===== config.mk =====
export PLATFORM = sky130hd
export DESIGN_NAME = legv8_mc_ctrl
export DESIGN_NICKNAME = d
export VERILOG_FILES = /design/src/rtl/legv8_pkg.sv /design/src/rtl/legv8_op_class.sv /design/src/rtl/legv8_mc_ctrl.sv
export SDC_FILE = /design/constraint.sdc
export NUM_CORES = 1
export LEC_CHECK = 0
export CORE_MARGIN = 1.5
export CORE_UTILIZATION = 44
export CTS_CLUSTER_SIZE = 28
export DETAILED_ROUTE_END_ITERATION = 6
export PLACE_DENSITY_LB_ADDON = 0.25
export SLEW_MARGIN = 20
export SYNTH_ARGS = -nofsm -noshare
export SYNTH_HDL_FRONTEND = slang
export SYNTH_SLANG_ARGS = --single-unit

===== constraint.sdc =====
create_clock -name clk -period 2.05 [get_ports clk]
set_input_delay 0.41 -clock clk [delete_from_list [all_inputs] [get_ports clk]]
set_output_delay 0.41 -clock clk [all_outputs]
set_load 0.005 [all_outputs]

===== src/rtl/legv8_pkg.sv =====
// Shared types and constants for the LEGv8 multicycle controller: state encoding,
// opcode patterns, ALU control codes and the instruction classes seen by the FSM.
package legv8_pkg;

    typedef enum logic [3:0] {
        ST_FETCH  = 4'd0,
        ST_DECODE = 4'd1,
        ST_EXEC_R = 4'd2,
        ST_WB_R   = 4'd3,
        ST_ADDR   = 4'd4,
        ST_MEM_RD = 4'd5,
        ST_MEM_WR = 4'd6,
        ST_WB_LD  = 4'd7,
        ST_CBZ_EX = 4'd8,
        ST_FAULT  = 4'd15
    } state_t;

    typedef enum logic [2:0] {
        CLS_R   = 3'd0,
        CLS_LD  = 3'd1,
        CLS_ST  = 3'd2,
        CLS_CBZ = 3'd3,
        CLS_ILL = 3'd4
    } op_class_t;

    localparam logic [10:0] OP_LDUR = 11'b11111000010;
    localparam logic [10:0] OP_STUR = 11'b11111000000;
    localparam logic [10:0] OP_ADD  = 11'b10001011000;
    localparam logic [10:0] OP_SUB  = 11'b11001011000;
    localparam logic [10:0] OP_AND  = 11'b10001010000;
    localparam logic [10:0] OP_ORR  = 11'b10101010000;

    // CBZ is a wildcard pattern: the low three opcode bits belong to the
    // branch offset, so they are masked out before comparing.
    localparam logic [10:0] OP_CBZ      = 11'b10110100000;
    localparam logic [10:0] OP_CBZ_MASK = 11'b11111111000;

    localparam logic [1:0] ALU_ADD   = 2'b00;
    localparam logic [1:0] ALU_PASSB = 2'b01;
    localparam logic [1:0] ALU_FUNCT = 2'b10;

    function automatic logic op_is_cbz(input logic [10:0] op);
        return (op & OP_CBZ_MASK) == OP_CBZ;
    endfunction

    function automatic logic is_req_state(input state_t s);
        return (s == ST_FETCH) || (s == ST_MEM_RD) || (s == ST_MEM_WR);
    endfunction

endpackage


===== src/rtl/legv8_op_class.sv =====
// Combinational opcode classifier: maps instr[31:21] onto the instruction class
// that steers the control FSM out of DECODE and ADDR.
module legv8_op_class
    import legv8_pkg::*;
(
    input  logic [10:0] op,
    output op_class_t   op_class
);

    // Everything that is not an exact LDUR/STUR/R-format match or a CBZ
    // pattern match is illegal.
    always_comb begin
        op_class = CLS_ILL;
        if (op_is_cbz(op)) begin
            op_class = CLS_CBZ;
        end else begin
            case (op)
                OP_LDUR:                        op_class = CLS_LD;
                OP_STUR:                        op_class = CLS_ST;
                OP_ADD, OP_SUB, OP_AND, OP_ORR: op_class = CLS_R;
                default:                        op_class = CLS_ILL;
            endcase
        end
    end

endmodule


===== src/rtl/legv8_mc_ctrl.sv =====
// Multicycle control FSM for the LEGv8 datapath with a variable-latency memory
// handshake and a per-access watchdog that drops the controller into FAULT.
module legv8_mc_ctrl
    import legv8_pkg::*;
#(
    parameter int TO_CYCLES = 16,
    parameter int CW        = 8
) (
    input  logic        clk,
    input  logic        reset,
    input  logic [10:0] op,
    input  logic        zero,
    input  logic        mem_ack,
    output logic        mem_req,
    output logic        mem_we,
    output logic        iord,
    output logic        ir_write,
    output logic        pc_write,
    output logic        pc_src,
    output logic        reg2loc,
    output logic        alu_src,
    output logic [1:0]  alu_op,
    output logic        reg_write,
    output logic        mem_to_reg,
    output logic        fault,
    output logic [3:0]  state_o
);

    localparam logic [CW-1:0] TO_LAST = CW'(TO_CYCLES - 1);

    state_t        state;
    state_t        state_next;
    op_class_t     op_class;
    logic [CW-1:0] to_cnt;
    logic [CW-1:0] to_cnt_next;
    logic          waiting;
    logic          timeout;

    legv8_op_class u_op_class (
        .op       (op),
        .op_class (op_class)
    );

    always_ff @(posedge clk) begin
        if (reset) begin
            state  <= ST_FETCH;
            to_cnt <= '0;
        end else begin
            state  <= state_next;
            to_cnt <= to_cnt_next;
        end
    end

    // The counter holds the number of unanswered request cycles so far; the
    // cycle that would make it TO_CYCLES is the last one a request may live,
    // and an ack in that same cycle still completes normally.
    always_comb begin
        waiting     = is_req_state(state) && !mem_ack;
        timeout     = waiting && (to_cnt == TO_LAST);
        to_cnt_next = waiting ? to_cnt + CW'(1) : '0;
    end

    always_comb begin
        state_next = state;
        mem_req    = 1'b0;
        mem_we     = 1'b0;
        iord       = 1'b0;
        ir_write   = 1'b0;
        pc_write   = 1'b0;
        pc_src     = 1'b0;
        reg2loc    = 1'b0;
        alu_src    = 1'b0;
        alu_op     = ALU_ADD;
        reg_write  = 1'b0;
        mem_to_reg = 1'b0;
        fault      = 1'b0;
        state_o    = state;

        case (state)
            ST_FETCH: begin
                mem_req = 1'b1;
                if (mem_ack) begin
                    ir_write   = 1'b1;
                    pc_write   = 1'b1;
                    state_next = ST_DECODE;
                end else if (timeout) begin
                    state_next = ST_FAULT;
                end
            end
            ST_DECODE: begin
                reg2loc = (op_class == CLS_ST) || (op_class == CLS_CBZ);
                case (op_class)
                    CLS_LD, CLS_ST: state_next = ST_ADDR;
                    CLS_CBZ:        state_next = ST_CBZ_EX;
                    CLS_R:          state_next = ST_EXEC_R;
                    default:        state_next = ST_FAULT;
                endcase
            end
            ST_EXEC_R: begin
                alu_op     = ALU_FUNCT;
                state_next = ST_WB_R;
            end
            ST_WB_R: begin
                reg_write  = 1'b1;
                state_next = ST_FETCH;
            end
            ST_ADDR: begin
                alu_src    = 1'b1;
                alu_op     = ALU_ADD;
                state_next = (op_class == CLS_ST) ? ST_MEM_WR : ST_MEM_RD;
            end
            ST_MEM_RD: begin
                mem_req = 1'b1;
                iord    = 1'b1;
                if (mem_ack) begin
                    state_next = ST_WB_LD;
                end else if (timeout) begin
                    state_next = ST_FAULT;
                end
            end
            ST_MEM_WR: begin
                mem_req = 1'b1;
                mem_we  = 1'b1;
                iord    = 1'b1;
                reg2loc = 1'b1;
                if (mem_ack) begin
                    state_next = ST_FETCH;
                end else if (timeout) begin
                    state_next = ST_FAULT;
                end
            end
            ST_WB_LD: begin
                reg_write  = 1'b1;
                mem_to_reg = 1'b1;
                state_next = ST_FETCH;
            end
            ST_CBZ_EX: begin
                reg2loc    = 1'b1;
                alu_op     = ALU_PASSB;
                pc_write   = zero;
                pc_src     = zero;
                state_next = ST_FETCH;
            end
            ST_FAULT: begin
                fault      = 1'b1;
                state_next = ST_FAULT;
            end
            default: begin
                state_next = ST_FAULT;
            end
        endcase

        // While reset is held every output is forced quiet, whatever state
        // the register happens to contain.
        if (reset) begin
            mem_req    = 1'b0;
            mem_we     = 1'b0;
            iord       = 1'b0;
            ir_write   = 1'b0;
            pc_write   = 1'b0;
            pc_src     = 1'b0;
            reg2loc    = 1'b0;
            alu_src    = 1'b0;
            alu_op     = ALU_ADD;
            reg_write  = 1'b0;
            mem_to_reg = 1'b0;
            fault      = 1'b0;
            state_o    = 4'd0;
        end
    end

endmodule


Yosys cells after proc, flatten, opt, wreduce, memory -nomap -nowiden
Cells that the tools add are included.
{"block": "op_classes", "n_addsub": 1, "n_eq_ne": 20, "muxes": 35, "bitwise": 1, "n_reduce_logical": 16}
{"operator": "$eq A11 B11 Y1 const B", "n": 6}
{"operator": "$pmux W4 S7", "n": 1}
{"operator": "$mux W1", "n": 21}
{"operator": "$mux W4", "n": 5}
{"operator": "$eq A4 B3 Y1 const B", "n": 4}
{"operator": "$pmux W4 S3", "n": 1}
{"operator": "$reduce_or A2 Y1", "n": 5}
{"operator": "$pmux W3 S3", "n": 1}
{"operator": "$add A8 B1 Y8 const B", "n": 1}
{"operator": "$eq A4 B2 Y1 const B", "n": 2}
{"operator": "$eq A4 B4 Y1 const B", "n": 2}
{"operator": "$eq A8 B4 Y1 const B", "n": 1}
{"operator": "$eq A8 B8 Y1 const B", "n": 1}
{"operator": "$eq A3 B2 Y1 const B", "n": 2}
{"operator": "$reduce_or A3 Y1", "n": 2}
{"operator": "$eq A4 B1 Y1 const B", "n": 1}
{"operator": "$logic_not A4 Y1", "n": 1}
{"operator": "$mux W2", "n": 2}
{"operator": "$pmux W1 S2", "n": 2}
{"operator": "$pmux W2 S2", "n": 1}
{"operator": "$reduce_or A4 Y1", "n": 1}
{"operator": "$eq A3 B1 Y1 const B", "n": 1}
{"operator": "$logic_not A3 Y1", "n": 1}
{"operator": "$logic_or A1 B1 Y1", "n": 3}
{"operator": "other kinds (4)", "n": 5}
{"block": "word_totals", "reg_bits": 12, "in_bits": 15, "out_inout_bits": 17, "wordCells": 75}

Depth between registers and ports, before layout
{"block": "logic_depth", "depth_word": 8, "depth_mapped": 7, "ltp_nobuf": 6}

Modules after synthesis
From an unflattened synthesis, not the netlist that was laid out.
{"block": "unflattened", "cells_unflattened": 132, "hier_area_um2": 974.7}
{"module": "legv8_mc_ctrl", "instances": 1, "cells_each": 117, "area_each_um2": 873.3, "seq_area_each_um2": 240.2}
{"module": "legv8_op_class", "instances": 1, "cells_each": 15, "area_each_um2": 101.3, "seq_area_each_um2": 0.0}

Worst setup path before layout
Ideal clock, no wire load.
{"block": "synth_path", "kind": "input to output", "from": "input port op[5]", "to": "output port reg2loc", "t_arrival_ns": 1.383, "required_time_ns": 1.640, "slack_ns": 0.257, "path_stages": 5, "n_path_buf": 0, "cell_sequence": "nor4b_2 -> a31oi_1 -> nor4b_1 -> o21ai_0 -> a21oi_1"}
{"block": "synth_between", "elab_chain_len": 8, "word_cells_on_any_way": 15, "classes_between": "9 x eq/ne; 4 x mux; 2 x reduce/logical"}
{"element": "from (decl)", "line_no": "legv8_mc_ctrl.sv:11", "rtl": "input logic [10:0] op,"}
{"element": "$eq A11 B11 Y1", "line_no": "legv8_op_class.sv:17", "rtl": "case (op)"}
{"element": "$reduce_or A4 Y1", "line_no": "legv8_op_class.sv:17"}
{"element": "$pmux W3 S3", "line_no": "legv8_op_class.sv:17"}
{"element": "$mux W3 (*)", "line_no": "legv8_op_class.sv:14", "rtl": "if (op_is_cbz(op)) begin"}
{"element": "$eq A3 B2 Y1", "line_no": "legv8_mc_ctrl.sv:91", "rtl": "reg2loc = (op_class == CLS_ST) || (op_class == CLS_CBZ);"}
{"element": "$logic_or A1 B1 Y1 (*)", "line_no": "legv8_mc_ctrl.sv:91"}
{"element": "$pmux W1 S2 (*)", "line_no": "legv8_mc_ctrl.sv:79", "rtl": "case (state)"}
{"element": "$mux W1 (*)", "line_no": "legv8_mc_ctrl.sv:155", "rtl": "if (reset) begin"}
{"element": "to (decl)", "line_no": "legv8_mc_ctrl.sv:20", "rtl": "output logic reg2loc,"}
Mark *: on every way between the ends. The rest lies on a longest branch, timed or not.

Worst setup path in the final report
{"block": "layout_path", "from": "input port op[10]", "to": "output port reg2loc"}
Same word-level chain as after synthesis.

==> flow_summary.ini <==
[status]
status = finished with violations
violations = setup timing

[floorplanning]
boundaryPins = 32
chipHeight_um = 48.4
core_area_um2 = 1940
rows = 16
start_util = 0.467
die_area_um2 = 2340
fp.dieW_um = 48.4

[clock_tree]
postCtsHoldBufs = 0
ctsLongestPathBuffers = 2
root_buffer = clkbuf_4
clk_pin_slew_worst_paths_ps = 70
cts_tree = built
clk_latency_ps = 270
htreeDepth = 1
cts_inserted_buffers = 3
clkSinkCount = 12

[routing]
first_pass_iters = 4
vias_per_cell = 5.43
drc_errors = 0
wl_per_cell_um = 13.7
wl_mm = 2.69
drt-initial-drc-count = 22
ant_nets = 0
vias = 1065

[sta]
rsz0062_at_grt = true
setup_viol = 1
fin_worst_skew_ps = 5.28
layout_setup_ws_ps = -37.8
fin_crit_ps = 2090
max_freq_ghz = 0.479
hold_viol = 0
relSlewSlack = 0.783
worst_pin_slew_ps = 322
final_max_slew_viol_count = 0
period_share = 1.02

[logic_synthesis]
synth_fp_nets = 140
synth_edf_count = 0
ys.flop_type = dfxtp_1
syn-cell-area_um2 = 907
async_flop_share = 0
yosysSeqAreaShare = 0.265
synth.most_common_cell = nor2_1
netlist_instances = 124
synth-warning-count = 0
synth_area_leaders = dfxtp_1 (26%), nor2_1 (8.3%), xor2_1 (4.8%), nand2_1 (4.1%), nand3_1 (3.9%)
synth_common_cells = nor2_1 (20), dfxtp_1 (12), nand2_1 (10)
yosys.area.top_type = dfxtp_1
ys_ff_latch = 12
ys_types = 38
synth_top_cell_area_share = 0.265
syn_area_per_cell_um2 = 7.32

[power]
irDropWorstVdd_mv = 0.567
p_leak_nw = 0.714
power.density_nw_per_um2 = 925

[global_route]
grtUsageMet1 = 0.239
met3_usage = 0.0586
antenna_found_initial = 0
grt_max_degree = 13
grt_overflow_total = 0
grtUsageTotal = 0.223
grt_pass1_vias = 1042
grt_pass1_wl_mm = 4.19
grt.busiest_layer = met2
met2_usage = 0.431

[finish]
nets = 187
final_cells = 196
antenna_cells = 0
area_growth_pct = 59.6
drive_gt1_frac = 0.278

[critical_path]
worstPathRequired_ps = 1640
critPathKind = primary input to primary output
worst-path-max-fanout = 2
crit_path_start_kind = primary input
arrival_ps = 1680
end_kind = primary output

[placed_design]
hpwl_mm = 1.98
io_buffers = 31
gp_congestion = 0.869
dp_slack_ps = -674
placed_cells = 192

[run]
maxCapViolCount = 0

[hold_path]
hp-class = register to register
==> critical path, cell delays in order <==
cell and delay (ps):
clkdlybuf4s50_1 480, and2_4 150, nand2_2 60, nor4b_2 260
o21ai_1 80, a21oi_1 110, buf_2 120
==> per-stage QoR <==
step           total power, mW  hold WS, ps  setup TNS [ps]  utilization  instance area (um^2)
3_5_place_dp              1.13          459           -3100        0.687                  1330
6_report                  1.34          463           -37.8        0.745                  1450
3_3_place_gp              1.11          430           -2530        0.687                  1330
2_1_floorplan            0.829          418               0            -                   907
4_1_cts                   1.28          470            -574        0.709                  1380
5_1_grt                   1.42          478            -197        0.745                  1450
==> final timing paths <==
path / startpoint / end / slack, ps / depth (start not counted)
max: op[10] / reg2loc / -40 / 7
min: to_cnt[0] / to_cnt[0] / 460 / 1
min reg2reg: to_cnt[0] / to_cnt[0] / 460 / 1
max reg2reg: state[0] / state[1] / 380 / 7
==> cells by family after synthesis <==
group,synth area share
compound gates,0.177
xor+xnor,0.0772
fa+ha+maj,0.0138
buf+inv,0.0703
flops,0.265
mux,0.0110
simple gates,0.386
==> registers in the layout, indices dropped and copies added, names as in the netlist <==
signal and flops:
state 4, to_cnt 8
==> area by class of cell <==
class	instances	area, um^2
multi-input combinational	100	686
fill	162	494
timing repair buffer	49	440
sequential	12	245
tap	27	33.8
clock buffer	3	22.5
inverter	5	20.0
==> per-layer routing <==
metal | up-vias | share of wire
li1 | 533 | -
met1 | 508 | 0.43
met2 | 24 | 0.53
met3 | 0 | 0.039
met4 | 0 | 0
met5 | - | 0
==> repair_timing <==
| item | in CTS | in global routing |
|---|---|---|
| setup buffers | 1 | 0 |
| pin swaps | 5 | 5 |
| resized for setup | 35 | 26 |
| hold endpoints to repair | 0 | 0 |
| setup endpoints to repair | 16 | 11 |
==> report_power, final <==
group | internal, mW | switching (mW) | leakage, nW
logic | 0.400 | 0.431 | 0.601
registers | 0.283 | 0.0781 | 0.0989
clock network | 0.0681 | 0.0788 | 0.0138
==> cell usage in the layout (no fill, tap or decap), types with 2 or more instances in the layout <==
| cell type | count |
|---|---|
| nor2_1 | 20 |
| buf_4 | 17 |
| dlygate4sd2_1 | 11 |
| dlymetal6s2s_1 | 10 |
| nand2_1 | 8 |
| dfxtp_1 | 8 |
| nand3_1 | 7 |
| a21oi_1 | 5 |
| xor2_1 | 5 |
| o21ai_0 | 5 |
| clkdlybuf4s50_1 | 5 |
| nor3_2 | 4 |
| a31oi_1 | 4 |
| dfxtp_2 | 4 |
| inv_1 | 3 |
| o31ai_1 | 3 |
| xnor2_1 | 3 |
| clkbuf_4 | 3 |
| buf_2 | 3 |
| nor2b_1 | 2 |
| nand2_2 | 2 |
| nor3b_1 | 2 |
| nor4_1 | 2 |
| and3_1 | 2 |
| a22oi_1 | 2 |
| nand2b_1 | 2 |
No activity file was read; power rests on OpenSTA's default activity.
